### src/rtl/dmem_pkg.sv
// Shared definitions for the data-memory arbiter: request control codes,
// FSM state encoding, default core count and a request-decode helper.
package dmem_pkg;

   localparam int unsigned NUM_CORES_DEFAULT = 16;

   // Address bits at and above this position must be zero for an in-range access.
   localparam int unsigned RANGE_LSB = 8;

   localparam logic [1:0] CTRL_NONE = 2'b00;
   localparam logic [1:0] CTRL_IRAM = 2'b01;
   localparam logic [1:0] CTRL_RD   = 2'b10;
   localparam logic [1:0] CTRL_WR   = 2'b11;

   typedef enum logic [1:0] {
      ST_IDLE  = 2'd0,
      ST_ISSUE = 2'd1,
      ST_WAIT  = 2'd2,
      ST_DONE  = 2'd3
   } state_e;

   // Only dram reads and writes compete for the memory port.
   function automatic logic is_request(input logic [1:0] ctrl);
      logic r;
      r = 1'b0;
      case (ctrl)
         CTRL_RD, CTRL_WR:     r = 1'b1;
         CTRL_NONE, CTRL_IRAM: r = 1'b0;
         default:              r = 1'b0;
      endcase
      return r;
   endfunction

endpackage

### src/rtl/rr_arbiter.sv
// Combinational round-robin picker: first set request at or above ptr_i,
// wrapping past N-1 back to 0.
//   req_i     : request vector, one bit per core
//   ptr_i     : highest-priority index this round
//   gnt_oh_o  : one-hot grant (zero when nothing requested)
//   gnt_idx_o : index of the granted core
//   gnt_vld_o : any request present
module rr_arbiter #(
   parameter int unsigned N     = 16,
   parameter int unsigned IDX_W = 4
) (
   input  logic [N-1:0]     req_i,
   input  logic [IDX_W-1:0] ptr_i,
   output logic [N-1:0]     gnt_oh_o,
   output logic [IDX_W-1:0] gnt_idx_o,
   output logic             gnt_vld_o
);

   // Linear scan from the pointer; the first hit wins.
   always_comb begin
      int unsigned c;
      gnt_oh_o  = '0;
      gnt_idx_o = '0;
      gnt_vld_o = 1'b0;
      c         = 0;
      for (int unsigned k = 0; k < N; k++) begin
         c = 32'(ptr_i) + k;
         if (c >= N) c = c - N;
         if (!gnt_vld_o && req_i[IDX_W'(c)]) begin
            gnt_vld_o              = 1'b1;
            gnt_idx_o              = IDX_W'(c);
            gnt_oh_o[IDX_W'(c)]    = 1'b1;
         end
      end
   end

endmodule

### src/rtl/dmem_arbiter.sv
// Shares one data-memory port among NUM_CORES cores, one transaction at a time.
//   clock, reset_n          : clock, async active-low reset
//   req_ctrl/addr/wdata     : per-core level-held requests (10 read, 11 write)
//   rsp_done/rsp_err        : per-core completion pulse and out-of-range flag
//   rsp_rdata               : read data, valid with rsp_done on reads
//   mem_ctrl/addr/wdata     : memory command, active only in ISSUE
//   mem_rdata               : memory read data, one cycle after a read command
//   busy, grant_id          : transaction in flight, index of served core
module dmem_arbiter
   import dmem_pkg::*;
#(
   parameter int unsigned NUM_CORES = NUM_CORES_DEFAULT,
   parameter int unsigned ADDR_W    = 16,
   parameter int unsigned DATA_W    = 16
) (
   input  logic                        clock,
   input  logic                        reset_n,
   input  logic [2*NUM_CORES-1:0]      req_ctrl,
   input  logic [ADDR_W*NUM_CORES-1:0] req_addr,
   input  logic [DATA_W*NUM_CORES-1:0] req_wdata,
   output logic [NUM_CORES-1:0]        rsp_done,
   output logic [NUM_CORES-1:0]        rsp_err,
   output logic [DATA_W-1:0]           rsp_rdata,
   output logic [1:0]                  mem_ctrl,
   output logic [ADDR_W-1:0]           mem_addr,
   output logic [DATA_W-1:0]           mem_wdata,
   input  logic [DATA_W-1:0]           mem_rdata,
   output logic                        busy,
   output logic [3:0]                  grant_id
);

   localparam int unsigned IDX_W = (NUM_CORES > 1) ? $clog2(NUM_CORES) : 1;

   state_e                 state_q, state_d;
   logic [IDX_W-1:0]       grant_q, grant_d;
   logic [NUM_CORES-1:0]   grant_oh_q, grant_oh_d;
   logic [IDX_W-1:0]       rr_ptr_q, rr_ptr_d;
   logic                   mask_q, mask_d;
   logic                   rd_q, rd_d;
   logic                   err_q, err_d;
   logic [1:0]             mem_ctrl_q, mem_ctrl_d;
   logic [ADDR_W-1:0]      mem_addr_q, mem_addr_d;
   logic [DATA_W-1:0]      mem_wdata_q, mem_wdata_d;
   logic [NUM_CORES-1:0]   rsp_done_q, rsp_done_d;
   logic [NUM_CORES-1:0]   rsp_err_q, rsp_err_d;
   logic [DATA_W-1:0]      rsp_rdata_q, rsp_rdata_d;
   logic                   busy_q, busy_d;

   logic [1:0]             core_ctrl  [NUM_CORES];
   logic [ADDR_W-1:0]      core_addr  [NUM_CORES];
   logic [DATA_W-1:0]      core_wdata [NUM_CORES];
   logic [NUM_CORES-1:0]   req_vld;
   logic [NUM_CORES-1:0]   arb_req;
   logic [NUM_CORES-1:0]   arb_oh;
   logic [IDX_W-1:0]       arb_idx;
   logic                   arb_vld;
   logic                   win_oor;

   // Split the flat request buses into per-core fields.
   for (genvar g = 0; g < NUM_CORES; g++) begin : g_unpack
      assign core_ctrl[g]  = req_ctrl[2*g +: 2];
      assign core_addr[g]  = req_addr[ADDR_W*g +: ADDR_W];
      assign core_wdata[g] = req_wdata[DATA_W*g +: DATA_W];
      assign req_vld[g]    = is_request(core_ctrl[g]);
   end

   // The core completed last cycle still holds its request for a cycle; hide it.
   assign arb_req = req_vld & ~(mask_q ? grant_oh_q : '0);

   rr_arbiter #(
      .N     (NUM_CORES),
      .IDX_W (IDX_W)
   ) u_rr (
      .req_i     (arb_req),
      .ptr_i     (rr_ptr_q),
      .gnt_oh_o  (arb_oh),
      .gnt_idx_o (arb_idx),
      .gnt_vld_o (arb_vld)
   );

   assign win_oor = (core_addr[arb_idx] >> RANGE_LSB) != '0;

   // Next-state and registered-output logic.
   always_comb begin
      state_d     = state_q;
      grant_d     = grant_q;
      grant_oh_d  = grant_oh_q;
      rr_ptr_d    = rr_ptr_q;
      mask_d      = 1'b0;
      rd_d        = rd_q;
      err_d       = err_q;
      mem_ctrl_d  = CTRL_NONE;
      mem_addr_d  = mem_addr_q;
      mem_wdata_d = mem_wdata_q;
      rsp_done_d  = '0;
      rsp_err_d   = '0;
      rsp_rdata_d = rsp_rdata_q;

      unique case (state_q)
         ST_IDLE: begin
            // Winner's fields are captured here so later changes by the core are ignored.
            if (arb_vld) begin
               grant_d     = arb_idx;
               grant_oh_d  = arb_oh;
               rd_d        = (core_ctrl[arb_idx] == CTRL_RD);
               err_d       = win_oor;
               mem_ctrl_d  = win_oor ? CTRL_NONE : core_ctrl[arb_idx];
               mem_addr_d  = core_addr[arb_idx];
               mem_wdata_d = core_wdata[arb_idx];
               state_d     = ST_ISSUE;
            end
         end
         ST_ISSUE: begin
            if (rd_q && !err_q) begin
               state_d = ST_WAIT;
            end else begin
               rsp_done_d = grant_oh_q;
               rsp_err_d  = err_q ? grant_oh_q : '0;
               state_d    = ST_DONE;
            end
         end
         ST_WAIT: begin
            rsp_rdata_d = mem_rdata;
            rsp_done_d  = grant_oh_q;
            state_d     = ST_DONE;
         end
         ST_DONE: begin
            rr_ptr_d = (grant_q == IDX_W'(NUM_CORES - 1)) ? '0 : grant_q + IDX_W'(1);
            mask_d   = 1'b1;
            state_d  = ST_IDLE;
         end
         default: state_d = ST_IDLE;
      endcase

      busy_d = (state_d != ST_IDLE);
   end

   // State and output registers.
   always_ff @(posedge clock or negedge reset_n) begin
      if (!reset_n) begin
         state_q     <= ST_IDLE;
         grant_q     <= '0;
         grant_oh_q  <= '0;
         rr_ptr_q    <= '0;
         mask_q      <= 1'b0;
         rd_q        <= 1'b0;
         err_q       <= 1'b0;
         mem_ctrl_q  <= CTRL_NONE;
         mem_addr_q  <= '0;
         mem_wdata_q <= '0;
         rsp_done_q  <= '0;
         rsp_err_q   <= '0;
         rsp_rdata_q <= '0;
         busy_q      <= 1'b0;
      end else begin
         state_q     <= state_d;
         grant_q     <= grant_d;
         grant_oh_q  <= grant_oh_d;
         rr_ptr_q    <= rr_ptr_d;
         mask_q      <= mask_d;
         rd_q        <= rd_d;
         err_q       <= err_d;
         mem_ctrl_q  <= mem_ctrl_d;
         mem_addr_q  <= mem_addr_d;
         mem_wdata_q <= mem_wdata_d;
         rsp_done_q  <= rsp_done_d;
         rsp_err_q   <= rsp_err_d;
         rsp_rdata_q <= rsp_rdata_d;
         busy_q      <= busy_d;
      end
   end

   assign rsp_done  = rsp_done_q;
   assign rsp_err   = rsp_err_q;
   assign rsp_rdata = rsp_rdata_q;
   assign mem_ctrl  = mem_ctrl_q;
   assign mem_addr  = mem_addr_q;
   assign mem_wdata = mem_wdata_q;
   assign busy      = busy_q;
   assign grant_id  = 4'(grant_q);

endmodule

### config.mk
export PLATFORM = sky130hd
export DESIGN_NAME = dmem_arbiter
export DESIGN_NICKNAME = d
export VERILOG_FILES = /design/src/rtl/dmem_pkg.sv /design/src/rtl/rr_arbiter.sv /design/src/rtl/dmem_arbiter.sv
export SDC_FILE = /design/constraint.sdc
export NUM_CORES = 1
export LEC_CHECK = 0
export CORE_AREA = 2 2 249 251
export CTS_CLUSTER_DIAMETER = 60
export CTS_CLUSTER_SIZE = 8
export DETAILED_ROUTE_END_ITERATION = 16
export DIE_AREA = 0 0 251 253
export HOLD_SLACK_MARGIN = 0.06
export MAX_ROUTING_LAYER = met4
export PLACE_DENSITY_LB_ADDON = 0.12
export SYNTH_ARGS = -nofsm -noshare
export SYNTH_HDL_FRONTEND = slang
export SYNTH_SLANG_ARGS = --single-unit
export TNS_END_PERCENT = 100
### constraint.sdc
create_clock -name clock -period 7.6 [get_ports clock]
set_clock_uncertainty 0.05 [all_clocks]
set_input_delay 2.28 -clock clock [delete_from_list [all_inputs] [get_ports clock]]
set_output_delay 2.28 -clock clock [all_outputs]
set_load 0.1 [all_outputs]
Yosys cells after proc, flatten, opt, wreduce, memory -nomap -nowiden. Cells that the tools add are included.

Register bits after elaboration: 112. Output and inout port bits: 87. Logic and storage cells: 433.

Add/sub/neg operators: 32. Magnitude comparators: 49. Eq/ne operators: 53. Muxes and demuxes: 167. Bitwise logic cells: 18. Reductions and logical operators: 100.

Operator list (count): $mux 16 (25); $or 16x16->16 (15); $mux 4 (33); $bmux 16 s4 (2); $ge 5x5->1 const B (16); $lt 4x5->1 const B (16); $eq 2x2->1 const B (35); $bmux 1 s4 (16); $demux 1 s4 (16); $ge 4x1->1 const B (16); $reduce_or 2->1 (32); $sub 4x1->4 const B (16); $mux 1 (50); $add 4x4->5 const B (8); $eq 2x1->1 const B (17); $logic_not 2->1 (17); $logic_and 1x1->1 (32); $pmux 1 s2 (16); $pmux 16 s2 (1); $add 4x3->5 const B (4); $and 16x16->16 (1); $logic_not 1->1 (16); $not 16->16 (1); $reduce_bool 16->1 (1); 11 further kinds (17).

Logic depth before layout (Yosys ltp).
Word-level depth: 60. Mapped depth: 25. Mapped depth without buffers: 16.

Hierarchy. Synthesis repeated with hierarchy kept, for this count alone.

Cells, all modules: 1133. Area, all modules: 12315.6 sq um.

By module, submodules not included: dmem_arbiter (times used 1, cells each 534, area each 8261.7 sq um, seq. area each 2802.7 sq um); rr_arbiter (times used 1, cells each 599, area each 4053.9 sq um, seq. area each 0.0 sq um).

Worst setup path before layout. Ideal clock, no wire load.

Path kind: input -> register. Start point: in req_ctrl[25]. End point: reg err_q. Arrival time: 6351 ps. Path slack: 1073 ps. Cell stages on the path: 17. Path buffers: 3. Cell sequence: mux2i_1 -> a21oi_1 -> mux2_2 -> mux4_2 -> or4b_1 -> buf_6 -> nor4_4 -> nor4b_1 -> a32oi_1 -> buf_6 -> buf_12 -> mux2_2 -> nand2_1 -> o21ai_1 -> a221oi_2 -> nand4_1 -> o32a_1.

Cells in the longest elaborated chain, start to end: 57. Elaborated cells on any way between the ends: 108. Those cells by class: eq/ne: 3; mux: 68; bitwise: 2; reduce/logical: 35.

Ends and longest elaborated chain: start, declared (line dmem_arbiter.sv:18) `input logic [2*NUM_CORES-1:0] req_ctrl,`; $eq 2x1->1 (tied with other cells) (line dmem_pkg.sv:26) `case (ctrl)`; $reduce_or 2->1 (line dmem_pkg.sv:26); $pmux 1 s2 (*) (line dmem_pkg.sv:26); $and 16x16->16 (*) (line dmem_arbiter.sv:68) `assign arb_req = req_vld & ~(mask_q ? grant_oh_q : '0);`; $bmux 1 s4 (line rr_arbiter.sv:29) `if (!gnt_vld_o && req_i[IDX_W'(c)]) begin`; $mux 1 (not written as such) (line rr_arbiter.sv:29); $mux 1 (line rr_arbiter.sv:29); $logic_not 1->1 (line rr_arbiter.sv:29); [... 40 more ...]; $mux 1 (line rr_arbiter.sv:29); $logic_not 1->1 (line rr_arbiter.sv:29); $logic_and 1x1->1 (line rr_arbiter.sv:29); $mux 4 (line rr_arbiter.sv:29); $not 4->5 (not written as such) (line dmem_arbiter.sv:81) `assign win_oor = (core_addr[arb_idx] >> RANGE_LSB) != '0;`; $bmux 16 s4 (line dmem_arbiter.sv:81); $mux 16 (not written as such) (2 in series) (line dmem_arbiter.sv:81); $reduce_bool 16->1 (line dmem_arbiter.sv:81); end signal, assigned (line dmem_arbiter.sv:162) `err_q <= err_d;`; end, declared (line dmem_arbiter.sv:40) `logic err_q, err_d;`.

Every way passes the cells marked *; elsewhere a longest branch is shown, timed or not. The select of a mux whose other input is x is not followed. A chain may end at the register's enable or synchronous reset.

Worst setup path in the final report.
Start point: in req_ctrl[15]. End point: reg mem_wdata_q[3], in the netlist mem_wdata[3].

Cells in the longest elaborated chain, start to end: 56. Elaborated cells on any way between the ends: 107. Those cells by class: eq/ne: 3; mux: 68; bitwise: 2; reduce/logical: 34.

Ends and longest elaborated chain: $eq 2x1->1 (tied with other cells) (line dmem_pkg.sv:26); $reduce_or 2->1 (line dmem_pkg.sv:26); $pmux 1 s2 (*) (line dmem_pkg.sv:26); $and 16x16->16 (*) (line dmem_arbiter.sv:68); $bmux 1 s4 (line rr_arbiter.sv:29); $mux 1 (not written as such) (line rr_arbiter.sv:29); $mux 1 (line rr_arbiter.sv:29); $logic_not 1->1 (line rr_arbiter.sv:29); [... 39 more ...]; $logic_and 1x1->1 (line rr_arbiter.sv:29); $mux 1 (line rr_arbiter.sv:29); $logic_not 1->1 (line rr_arbiter.sv:29); $logic_and 1x1->1 (line rr_arbiter.sv:29); $mux 4 (line rr_arbiter.sv:29); $not 4->5 (not written as such) (line dmem_arbiter.sv:109) `mem_wdata_d = core_wdata[arb_idx];`; $bmux 16 s4 (line dmem_arbiter.sv:109); $mux 16 (not written as such) (2 in series) (line dmem_arbiter.sv:109); end signal, assigned (line dmem_arbiter.sv:165) `mem_wdata_q <= mem_wdata_d;`; end, declared (line dmem_arbiter.sv:43) `logic [DATA_W-1:0] mem_wdata_q, mem_wdata_d;`.

Marks and branches as above.

==> results.md <==
* Outcome: complete, no violations
* Number of global-route vias before repair at about 16000
* Share of the cycle needed by the critical path after routing at 95.5%
* Count of yosys warnings during synthesis at 0
* Fraction of post-synthesis cell area in the top cell type by area at between 10% and 20%
* Count of mapped cells out of synthesis at approximately 1700
* Placed insts at roughly 3100
* Avg Inst Size Synth at ~8.5 um2
* Antenna violations before repair at 19
* TritonCTS clock tree: done
* Number of rows in the core area at 91
* Number of distinct standard cells referenced by the synthesized netlist at 85
* Final Max Slew Viols at 0
* Pin count of the biggest net entering global routing at 66
* Synth Net Count at roughly 2300
* Worst path buffer plus inverter count at 5
* Multi-input gate area at roughly 11000 um2
* Post-route ant nets at 0
* CP dominant cell by count: buf_12
* First-pass GRT wire length at approximately 120 mm
* Horizontal die dimension at between 200 and 300 um
* Dominant cell type by area after synthesis: dfrtp_1
* Fraction of the yosys area taken by sequential cells at about 20%
* Setup repair after global routing missed its margin: false
* Via density at approximately 5.2
* Floorplan Core Area at between 60000 and 70000 um2
* Layout net count at approximately 3000
* Critical Path RT at about 8 ns
* Vertical extent of the die at 253 um
* CTS sink count at between 100 and 150
* Detailed Route Iter0 Violations at about 1200
* Wire length after detailed routing at 87.2 mm
* Initial core utilization at between 20% and 30%
* Fillers at between 6000 and 7000
* Top-level port count at roughly 650
* Count of final setup violators at 0
* Clk Latency, worst-skew pair at 0.38 ns
* H-tree level count at 3
* CP cell instances: clkdlybuf4s50_1 -> mux2i_1 -> a21oi_1 -> mux2_2 -> mux4_2 -> nor4b_4 -> and4_1 -> nand4_2 -> a32oi_4 -> buf_12 -> buf_12 -> buf_12 -> buf_12 -> mux2_2 -> o211ai_1 -> nand3_1 -> o21ai_1 -> o21ai_1
* Wire per inst at ~28 um
* Most frequently used cell type in the post-synthesis netlist: mux2i_1
* Kind of end point of the critical path: flip-flop
* Longest Clk Path Bufs at 2
* Crit-path max FO at 25
* Number of flops mapped to enable cells by yosys at 0
* Worst Setup Start Kind: primary input
* Share of final-layout standard cells stronger than drive strength 1 at roughly 16%
* Type of the worst setup path: in2reg
* Yosys reg bits at between 100 and 150
* Class of the most critical hold timing path: reg2reg
* Async set or reset register ratio after synthesis at 100%
* Worst EP arrival at roughly 7.5 ns
* TritonCTS Buffers at 9
* Detailed-route via count at about 17000
* Dominant cells by area after synthesis: dfrtp_1, mux2i_1, mux2_2, nand2_1, mux4_2
* I/O Buffers at ~650
* First-pass DRT Iterations at 5
* Clock transition at the register clock pins on the worst setup and hold paths after CTS at around 0.080 ns
* Cell types with the highest counts after synthesis: mux2i_1, nand2_1, mux2_2
* Largest stage delay, worst path at roughly 0.58 ns
* CP delay by family, top: multiplexers
* Synth Cell Area at 14200 um2
* DRC violations left at 0
* GRT overflow at 0
* Setup_tns at 0 ns
* Synth Flop Type: dfrtp_1
* Non-Filler Instances at 3163
* Placer's final routability congestion estimate at 0.956
* Transition at the pin with the smallest max-transition slack at approximately 1.4 ns
* Layout overhead on the synthesized area at 59.9%
* Top achievable clock speed at about 140 MHz
* Final Critical Period at just over 7 ns
* Aggregate global-route resource usage at a little over a quarter
* Total die area at ~64000 um2
* Relative slew margins at ~8.4%
* Detailed Place HPWL at about 73 mm
* Max capacitance violation total at 0
* Reg area at 2800 um2
* Hold-fix buffers at CTS at 0
* Slowest cell on crit path: nor4b_4
* Final count of hold timing violations at 0
* Root buffer cell: clkbuf_16
-- placed cells by master (no fill, tap or decap), drive strengths merged, types with 6 or more instances in the layout --
cell type and count:
clkbuf 9, nand2b 6, o21ai 144, o22ai 8, buf 182, ha 19
and2 44, a32oi 13, mux2i 233, nand3 53, nor2b 7, a221oi 19
mux2 139, and3 26, inv 23, a211oi 37, mux4 24, nor4 8
a221o 7, nor3 25, a22o 9, a31oi 14, nand2 189, a21oi 83
a21boi 6, dfrtp 112, nor2 69, o31ai 7, a2111oi 7, nand4 16
a211o 26, a22oi 16, clkdlybuf4s50 645, o32ai 6, o211ai 61, xnor2 12
-- stage by stage --
step | hold slack (ns) | area (um2) | utilization [%] | setup slack (ns)
2_1_floorplan | 0.397 | 14200 | - | 1.07
3_3_place_gp | 0.413 | 22400 | 36.7 | -0.108
3_5_place_dp | 0.423 | 22400 | 36.7 | -0.117
4_1_cts | 0.443 | 22700 | 37.2 | 0.273
5_1_grt | 0.477 | 22700 | 37.2 | 0.0573
6_report | 0.439 | 22700 | 37.2 | 0.339
-- final timing paths --
kind / start / endpoint / slack (ns) / cells past startpoint
worst max-delay path: req_ctrl[15] / mem_wdata[3] / 0.34 / 18
worst min-delay path: mem_addr[11] / mem_addr[11] / 0.44 / 2
worst max register to register: rr_ptr_q[1] / mem_wdata[3] / 1.10 / 22
worst min register to register: mem_addr[11] / mem_addr[11] / 0.44 / 2
max in group asynchronous: reset_n / err_q / 4.33 / 2
min in group asynchronous: reset_n / rsp_done[10] / 1.93 / 1
-- worst reg2reg max path: cells and delay by family, from the launching register on --
kind                       cells  cell delay (ns)
muxes                          1             0.36
AOI/OAI and AO/OA              7             1.60
and+or+nand+nor                4             0.92
DFF                            1             0.35
xor gates and xnor gates       1             0.66
buffers and inverters          8             2.04
adders and majority gates      1             0.37
-- routing by layer --
metal  GRT usage [%]  wire length, um
met3            3.93             4690
met1            33.9            37100
met4            6.31             1880
met2            46.2            43600
met5               -                0
-- logic make-up after synthesis --
logic type               count (synthesis)  share of synthesized area (%)
XOR/XNOR                                16                           1.04
multiplexers                           396                           31.5
AO/OA/AOI/OAI                          499                           23.6
adder cells (fa/ha/maj)                 19                           1.67
AND/OR/NAND/NOR                        464                           15.8
buffers and inverters                  169                           6.73
flip-flops                             112                           19.7
-- final cells by class --
type                            count  share of cell area, %
Tap cell                          790                   4.35
Sequential cell                   112                   12.3
Clock buffer                        9                  0.991
Clock inverter                      7                  0.424
Timing Repair Buffer              827                   35.2
Antenna cell                        5                 0.0550
Inverter                           19                  0.314
Multi-Input combinational cell   1394                   46.3
-- registers in the layout, summed over array words and instances (netlist names), 2 cells and up --
signal / count
grant_oh_q: 16
mem_addr: 16
mem_wdata: 16
rsp_done: 16
rsp_err: 16
rsp_rdata: 16
grant_id: 4
rr_ptr_q: 4
mem_ctrl: 2
state_q: 2
-- timing repair --
action                     4_1_cts  5_1_grt
hold endpoints to repair         0        0
setup buffers                    0        0
resized for setup                0        1
setup endpoints to repair        0        1
Power is not shown: default switching activity piles up to over one toggle a cycle in this logic, so the estimate is an artifact.
